$ cat config.mk
export PLATFORM = sky130hd
export DESIGN_NAME = muldiv_ctrl
export DESIGN_NICKNAME = d
export VERILOG_FILES = /design/src/rtl/muldiv_ctrl.sv
export SDC_FILE = /design/constraint.sdc
export NUM_CORES = 1
export LEC_CHECK = 0
export ABC_AREA = 0
export CORE_MARGIN = 4
export CORE_UTILIZATION = 43
export DETAILED_ROUTE_END_ITERATION = 16
export PLACE_DENSITY_LB_ADDON = 0.3
export SLEW_MARGIN = 20
export SYNTH_ARGS = -nofsm -noshare
export SYNTH_HDL_FRONTEND = slang
export SYNTH_SLANG_ARGS = --single-unit
$ cat constraint.sdc
create_clock -name clk -period 2.6 [get_ports clk]
set_input_delay 0.26 -clock clk [delete_from_list [all_inputs] [get_ports clk]]
set_output_delay 0.26 -clock clk [all_outputs]
set_load 0.02 [all_outputs]
$ cat src/rtl/muldiv_ctrl.sv
// muldiv_ctrl: sequences one HI/LO-path operation at a time.
// MULT and DIV are handed to external multicycle units through a
// level-sensitive start signal. Their results land in the architectural
// HI/LO registers. MTHI/MTLO and divide-by-zero finish in a single cycle
// without engaging a unit. A run counter abandons an operation whose
// unit never reports a result.
module muldiv_ctrl #(
   parameter int TIMEOUT = 64,
   parameter int CNT_W   = 7
) (
   input  logic        clk,
   input  logic        reset,
   input  logic        op_valid,
   input  logic [2:0]  op_code,
   input  logic [31:0] rs_val,
   input  logic [31:0] rt_val,
   output logic        op_ack,
   output logic        busy,
   output logic        done,
   output logic        div_zero,
   output logic        timeout_err,
   output logic [31:0] hi,
   output logic [31:0] lo,
   output logic        div_ctrl,
   output logic [31:0] div_dividend,
   output logic [31:0] div_divisor,
   input  logic        div_out,
   input  logic [31:0] div_hi,
   input  logic [31:0] div_lo,
   output logic        mult_ctrl,
   output logic [31:0] mult_a,
   output logic [31:0] mult_b,
   input  logic        mult_out,
   input  logic [31:0] mult_hi,
   input  logic [31:0] mult_lo
);

   localparam int DATA_W = 32;

   localparam logic [2:0] OP_MULT = 3'b001;
   localparam logic [2:0] OP_DIV  = 3'b010;
   localparam logic [2:0] OP_MTHI = 3'b011;
   localparam logic [2:0] OP_MTLO = 3'b100;

   // Last RUN cycle index; reaching it without a result abandons the op.
   localparam logic [CNT_W-1:0] CNT_LAST = CNT_W'(TIMEOUT - 1);

   typedef enum logic [1:0] {
      S_IDLE     = 2'd0,
      S_RUN_MULT = 2'd1,
      S_RUN_DIV  = 2'd2,
      S_RELEASE  = 2'd3
   } state_t;

   state_t              state_q,  state_d;
   logic [CNT_W-1:0]    cnt_q,    cnt_d;
   logic [DATA_W-1:0]   hi_q,     hi_d;
   logic [DATA_W-1:0]   lo_q,     lo_d;
   logic [DATA_W-1:0]   div_a_q,  div_a_d;
   logic [DATA_W-1:0]   div_b_q,  div_b_d;
   logic [DATA_W-1:0]   mul_a_q,  mul_a_d;
   logic [DATA_W-1:0]   mul_b_q,  mul_b_d;
   logic                done_q,   done_d;
   logic                dz_q,     dz_d;
   logic                terr_q,   terr_d;

   logic                op_legal;
   logic                unit_out;
   logic [DATA_W-1:0]   unit_hi;
   logic                unit_lo_sel;

   // Decode which op codes are real operations; everything else is a no-op.
   always_comb begin
      op_legal = 1'b0;
      case (op_code)
         OP_MULT, OP_DIV, OP_MTHI, OP_MTLO: op_legal = 1'b1;
         default:                          op_legal = 1'b0;
      endcase
   end

   assign op_ack = op_valid & (state_q == S_IDLE) & op_legal;

   // Select the result interface of whichever unit is currently running.
   always_comb begin
      unit_out    = 1'b0;
      unit_hi     = '0;
      unit_lo_sel = 1'b0;
      if (state_q == S_RUN_MULT) begin
         unit_out    = mult_out;
         unit_hi     = mult_hi;
         unit_lo_sel = 1'b0;
      end else if (state_q == S_RUN_DIV) begin
         unit_out    = div_out;
         unit_hi     = div_hi;
         unit_lo_sel = 1'b1;
      end
   end

   // Next-state, operand latching, HI/LO update and status pulse generation.
   always_comb begin
      state_d = state_q;
      cnt_d   = cnt_q;
      hi_d    = hi_q;
      lo_d    = lo_q;
      div_a_d = div_a_q;
      div_b_d = div_b_q;
      mul_a_d = mul_a_q;
      mul_b_d = mul_b_q;
      done_d  = 1'b0;
      dz_d    = 1'b0;
      terr_d  = terr_q;

      case (state_q)
         S_IDLE: begin
            cnt_d = '0;
            if (op_ack) begin
               case (op_code)
                  OP_MULT: begin
                     mul_a_d = rs_val;
                     mul_b_d = rt_val;
                     state_d = S_RUN_MULT;
                  end
                  OP_DIV: begin
                     // A zero divisor never reaches the divider: report and stay idle.
                     if (rt_val == '0) begin
                        done_d = 1'b1;
                        dz_d   = 1'b1;
                     end else begin
                        div_a_d = rs_val;
                        div_b_d = rt_val;
                        state_d = S_RUN_DIV;
                     end
                  end
                  OP_MTHI: begin
                     hi_d   = rs_val;
                     done_d = 1'b1;
                  end
                  OP_MTLO: begin
                     lo_d   = rs_val;
                     done_d = 1'b1;
                  end
                  default: ;
               endcase
            end
         end

         S_RUN_MULT, S_RUN_DIV: begin
            // A result arriving on the last allowed cycle still counts as success.
            if (unit_out) begin
               hi_d    = unit_hi;
               lo_d    = unit_lo_sel ? div_lo : mult_lo;
               done_d  = 1'b1;
               state_d = S_RELEASE;
            end else if (cnt_q == CNT_LAST) begin
               terr_d  = 1'b1;
               state_d = S_RELEASE;
            end else begin
               cnt_d = cnt_q + CNT_W'(1);
            end
         end

         S_RELEASE: begin
            // One cycle with both starts low so the unit can re-arm.
            cnt_d   = '0;
            state_d = S_IDLE;
         end

         default: begin
            state_d = S_IDLE;
         end
      endcase
   end

   // State and datapath registers; reset clears everything, including HI/LO.
   always_ff @(posedge clk) begin
      if (reset) begin
         state_q <= S_IDLE;
         cnt_q   <= '0;
         hi_q    <= '0;
         lo_q    <= '0;
         div_a_q <= '0;
         div_b_q <= '0;
         mul_a_q <= '0;
         mul_b_q <= '0;
         done_q  <= 1'b0;
         dz_q    <= 1'b0;
         terr_q  <= 1'b0;
      end else begin
         state_q <= state_d;
         cnt_q   <= cnt_d;
         hi_q    <= hi_d;
         lo_q    <= lo_d;
         div_a_q <= div_a_d;
         div_b_q <= div_b_d;
         mul_a_q <= mul_a_d;
         mul_b_q <= mul_b_d;
         done_q  <= done_d;
         dz_q    <= dz_d;
         terr_q  <= terr_d;
      end
   end

   // Start levels come straight from the state, so they can never overlap.
   assign mult_ctrl    = (state_q == S_RUN_MULT);
   assign div_ctrl     = (state_q == S_RUN_DIV);
   assign busy         = (state_q != S_IDLE);
   assign done         = done_q;
   assign div_zero     = dz_q;
   assign timeout_err  = terr_q;
   assign hi           = hi_q;
   assign lo           = lo_q;
   assign div_dividend = div_a_q;
   assign div_divisor  = div_b_q;
   assign mult_a       = mul_a_q;
   assign mult_b       = mul_b_q;

endmodule

==> impl_metrics.ini, run 1 <==
[place]
detailed_place_hpwl_mm = 24.5
io_buffers = 398
gp_congestion = 0.841

[drt]
viasPerCell = 5.30
drt_wl_total_mm = 33.2
detail_route.wl_per_cell_microns = 19.5
vias = 9018
drt_iter0_markers = 514
drcViolationCount = 0
antenna_left = 0
drt_first_pass_iters = 5

[synth]
syn_inst = 1063
synth_edf_count = 0
syn_area_sq_um = 9400
ys_ff_latch = 204
yosysSeqAreaShare_pct = 43.5
synth_fp_nets = 1269
syn_area_per_cell_sq_um = 8.84
yosys_warnings = 0
synthFlopType = dfxtp_1
async_flop_share_pct = 0
ys_types = 50

[clock_network]
cts.repair.resized = 0
clock_path_buffers = 3
root_buffer = clkbuf_16
clock-sinks = 204
post_cts_buffers = 0
numCtsBuffers = 24
clk_pin_slew_ns = 0.06
clk_latency_ns = 0.50
hold_buffers = 0
htreeDepth = 1
cts_tree = done

[global_route]
gr-total-overflow = 0
grt_max_degree = 96
antenna_found_initial = 0
grt_pass1_wl_mm = 49.4
grt_pass1_vias = 8772
grt_usage_pct = 25.4

[min_path]
hold_class = input pin to flop
holdPathStages = 2

[cells_and_area]
utilization_pct = 67.2
drive_gt1_share_pct = 6.44
syn2layout_area_growth_pct = 52.2
nets = 1618
antenna_cells = 0

[sta]
hold_viol = 0
rsz0062_at_grt = no
setup_viol_count_final = 0
final_max_slew_viol_count = 0
clock_skew_ns = 0.0103
fin_crit_ns = 2.42
hold_slack_ns = 0.244
setup_tns_ns = 0
worst_pin_slew_ns = 0.623
slew_headroom_pct = 58.4
fmax_ghz = 0.413
period_share_pct = 93.1

[die]
core_sq_um = 21300
die_w_microns = 156
row_count = 53
fp.dieH_microns = 156
start_util_pct = 44.1
dieArea_sq_um = 24300
io_pins = 399

[worst_setup_path]
worstSetupPathType = flop to output pin
cp.arrival_ns = 2.16
rr_worst_depth = 6
cp-start-kind = flop
critPathCaptureType = output pin
path_delay_family = buffers and inverters
cpPeakStageDelay_ns = 0.67
path_max_fanout = 38
critPathRequiredTime_ns = 2.34
path_cells = inv_1, ha_1, buf_6, clkdlybuf4s50_1
crit_slowest_cell = clkdlybuf4s50_1
cp.depth = 4
critPathBufInv = 3

[outcome]
status = completed

[job]
cap_viol_max_count = 0

[pwr]
power.density_nw_per_um2 = 912
p_leak_nw = 4.84
vdd_drop_max_mv = 0.688
fin_total_pwr_w = 0.0130
flip-flops by register name, summed over array words and instances, names as in the netlist:
register / flops
hi: 32
div_zero: 1
mult_b: 32
cnt_q: 7
done: 1
lo: 32
div_dividend: 32
mult_a: 32
div_divisor: 32
timeout_err: 1
state_q: 2
cells by family (layout without fill, tap and decap cells):
kind of cell | after synthesis | count (layout) | share of synthesized area [%]
AND/OR/NAND/NOR | 410 | 410 | 21.4
AO/OA/AOI/OAI | 249 | 249 | 18.7
flip-flops | 204 | 204 | 43.5
multiplexers | 98 | 98 | 10.4
buffers and inverters | 95 | 460 | 5.10
adder cells (fa/ha/maj) | 6 | 6 | 0.799
XOR/XNOR | 1 | 1 | 0.0932
where the power goes:
| part | switching, W | leakage [nW] | total (W) | internal (W) |
|---|---|---|---|---|
| sequential | 0.000305 | 1.65 | 0.00398 | 0.00368 |
| clock | 0.00129 | 0.389 | 0.00331 | 0.00202 |
| combinational | 0.00329 | 2.80 | 0.00575 | 0.00247 |
cell usage in the layout (no fill, tap or decap), drive strengths merged, types with 3 or more instances in the layout:
cell	n
buf	15
nor3	6
o21ai	3
clkbuf	37
ha	6
nor4	11
inv	7
nor2b	4
a21oi	134
clkinv	3
nand2b	134
mux2i	98
nor2	36
o21a	3
a22oi	31
clkdlybuf4s50	396
a211o	63
nand2	200
nand3	5
dfxtp	204
cell usage after synthesis (2+ instances only):
| master | n | share of area, % |
|---|---|---|
| dfxtp_1 | 204 | 43 |
| nand2_1 | 200 | 8.0 |
| nand2b_1 | 134 | 8.9 |
| a21oi_1 | 107 | 5.7 |
| mux2i_1 | 98 | 10 |
| a211o_1 | 63 | 5.9 |
| clkbuf_1 | 42 | 1.7 |
| nor2_1 | 36 | 1.4 |
| a22oi_1 | 31 | 2.5 |
| buf_2 | 29 | 1.5 |
| a21oi_2 | 27 | 2.5 |
| buf_6 | 11 | 1.3 |
| nor4_1 | 9 | 0.60 |
| buf_1 | 6 | 0.24 |
| ha_1 | 6 | 0.80 |
| inv_1 | 5 | 0.20 |
| nand3_1 | 5 | 0.27 |
| nor3_1 | 5 | 0.27 |
| nor2b_1 | 4 | 0.27 |
| o21a_1 | 3 | 0.24 |
| a31oi_1 | 2 | 0.13 |
| and4_1 | 2 | 0.19 |
| nand3b_1 | 2 | 0.16 |
| nor4_2 | 2 | 0.27 |
| o2111ai_1 | 2 | 0.19 |
| o21ai_1 | 2 | 0.11 |
| o221ai_4 | 2 | 0.56 |
| or3_1 | 2 | 0.13 |
metal layers:
metal | up-vias | wire length [microns] | global-route usage [%]
met4 | 0 | 1360 | 9.67
met2 | 390 | 15500 | 41.5
li1 | 4344 | - | -
met3 | 75 | 2950 | 6.41
met5 | - | 0 | 0
met1 | 4209 | 13400 | 32.5
area by class of cell:
type / count / area, sq um
fillers: 1722 / 6990
multi-input cells: 764 / 4870
repair buffers: 412 / 4200
flip-flops and latches: 204 / 4080
clock buffers: 37 / 731
well taps: 275 / 344
clock inverters: 5 / 53.8
inverters: 6 / 22.5
stage by stage:
| step | setup slack (ns) | std cells | instance area, sq um |
|---|---|---|---|
| floorplan | 0.643 | 1063 | 9400 |
| global placement | 0.257 | 1661 | 13500 |
| detailed placement | 0.236 | 1661 | 13500 |
| CTS | 0.0676 | 1703 | 14300 |
| global route | 0.0587 | 1703 | 14300 |
| finish | 0.179 | 1703 | 14300 |
worst paths after layout:
kind,from,end,slack [ns]
worst max-delay path,state_q[1]$_SDFFE_PP0P_,mult_ctrl,0.18
worst min-delay path,reset,lo[28]$_SDFFE_PP0P_,0.24
worst max register to register,state_q[0]$_SDFFE_PP0P_,cnt_q[2]$_SDFFE_PP0P_,0.37
worst min register to register,cnt_q[6]$_SDFFE_PP0P_,cnt_q[6]$_SDFFE_PP0P_,0.45
(Power assumes the default switching activity.)
==> run 2, diff against run 1 <==
Settings changed: CORE_ASPECT_RATIO set to 0.6.
==> run 2 against run 1 <==
  * Clock skew is 0.0043 ns higher
  * Non-clock buffer count is 8 higher
  * Utilization is 0.090 points higher
  * Global-route usage is 0.92 points higher
  * Critical path type unchanged
  * Largest power group unchanged
==> impl_metrics.ini, run 2 (synthesis results as in run 1) <==
[outcome]
status = completed

[clock_network]
htreeDepth = 1
hold_buffers = 0
clock-sinks = 204
cts_tree = done
numCtsBuffers = 20
root_buffer = clkbuf_16
clk_latency_ns = 0.50
clk_pin_slew_ns = 0.07
clock_path_buffers = 3
cts.repair.resized = 0
post_cts_buffers = 0

[place]
placed_cells = 1673
gp_congestion = 0.852
io_buffers = 398
detailed_place_hpwl_mm = 25.7

[pwr]
power.density_nw_per_um2 = 898
combPwrFrac_pct = 45.3
pwr-share-clk_pct = 23.8
vdd_drop_max_mv = 0.780
p_leak_nw = 4.83
p_int_w = 0.00790
seqPwrFrac_pct = 30.9
swShare_pct = 38.4
netSwitchingPower_w = 0.00492

[die]
start_util_pct = 44.2
dieArea_sq_um = 24400
row_count = 41
io_pins = 399
die_w_microns = 199
core_sq_um = 21200
fp.dieH_microns = 123

[global_route]
grt_usage_pct = 26.4
grt_pass1_vias = 8668
grt_max_degree = 142
antenna_found_initial = 1
grt_pass1_wl_mm = 50.1
gr-total-overflow = 0

[cells_and_area]
syn2layout_area_growth_pct = 52.1
fillers = 1743
nets = 1622
drive_gt1_share_pct = 6.85
fin_cells = 1710
seq_area_sq_um = 4080
layout_common_cells = 396 x clkdlybuf4s50_1, 204 x dfxtp_1, 200 x nand2_1, 134 x nand2b_1, 106 x a21oi_1
utilization_pct = 67.3
multiInputGateArea_sq_um = 4870
mostFrequentLayoutCell = clkdlybuf4s50_1

[drt]
detail_route.wl_per_cell_microns = 19.9
vias = 9139
drt_first_pass_iters = 7
viasPerCell = 5.34
antenna_left = 0
drt_iter0_markers = 681
drcViolationCount = 0
drt_wl_total_mm = 34.0

[min_path]
min-delay-start = reset
hold_class = input pin to flop
holdPathEnd = timeout_err$_SDFFE_PP0P_
holdPathStages = 2

[worst_setup_path]
cp.arrival_ns = 2.05
crit_start = state_q[1]$_SDFFE_PP0P_
r2r_slack_ns = 0.32
timing.rr.start = state_q[0]$_SDFFE_PP0P_
critPathCaptureType = output pin
critPathRequiredTime_ns = 2.34
rr_worst_depth = 6
path_max_fanout = 6
r2r-end = cnt_q[2]$_SDFFE_PP0P_
worstSetupPathType = flop to output pin
cp-start-kind = flop

[sta]
fmax_ghz = 0.433
worst_pin_slew_ns = 0.640
setup_tns_ns = 0
setup_viol_count_final = 0
fin_crit_ns = 2.31
period_share_pct = 88.8
slew_headroom_pct = 57.3
hold_viol = 0
final_max_slew_viol_count = 0
rsz0062_at_grt = no
clock_skew_ns = 0.0146

[job]
cap_viol_max_count = 0
## run 2: cell count changes in the layout (fill, tap and decap cells not counted), moves of 2 or more
cell,previous run,this run
clkbuf_1,6,3
clkinv_4,0,2
clkbuf_16,25,20
buf_4,5,13
## run 2: power by group through the flow
stage               Combinational, W  Sequential (W)  Clock (W)
floorplan                    0.00282         0.00465          0
global placement             0.00572         0.00400          0
detailed placement           0.00579         0.00402          0
CTS                          0.00581         0.00396    0.00311
global route                 0.00619         0.00403    0.00324
finish                       0.00581         0.00396    0.00305
## run 2: worst max-delay path by stage
stage                                               end  slack, ns  cells after the start
final                                              busy       0.29                      4
after global routing                    done$_SDFF_PP0_       0.13                      6
after CTS                                        op_ack       0.02                      5
after detailed placement  div_dividend[10]$_SDFFE_PP0P_       0.29                      6
after global placement    div_dividend[17]$_SDFFE_PP0P_       0.30                      6
after floorplan                   cnt_q[5]$_SDFFE_PP0P_       0.64                      8
## run 2: final cells by class
class	count	area share, %
multi-input cells	764	34.1
well taps	279	2.44
inverters	6	0.158
repair buffers	420	29.9
clock buffers	28	4.06
clock inverters	8	0.779
diodes	1	0.0175
flip-flops and latches	204	28.6
## run 2: per-stage QoR
| stage | instance area (sq um) | worst slack, ns | hold WS (ns) | total power, W |
|---|---|---|---|---|
| after floorplan | 9400 | 0.643 | 0.396 | 0.00746 |
| after global placement | 13600 | 0.299 | 0.433 | 0.00972 |
| after detailed placement | 13600 | 0.292 | 0.437 | 0.00981 |
| after CTS | 14300 | 0.0159 | 0.202 | 0.0129 |
| after global routing | 14300 | 0.129 | 0.246 | 0.0135 |
| final | 14300 | 0.292 | 0.201 | 0.0128 |
## run 2: worst max-delay path, cell delays in order, from the launching register on
cell and delay (ns):
dfxtp_1 0.44, inv_1 0.13, ha_4 0.20, inv_2 0.15, clkdlybuf4s50_1 0.64
## run 2: layer usage
layer  share of wire, %  global-route usage [%]  vias to the layer above
met3                8.1                    5.16                       57
li1                   -                       -                     4372
met4                3.1                    7.56                        0
met5                  0                       0                        -
met2                 44                    40.5                      352
met1                 45                    37.8                     4358
==> run 3, diff against run 2 <==
Settings changed: SLEW_MARGIN 20 to 25.
==> results of run 3 <==
Final layout, timing and power as in run 2 (identical DEF).
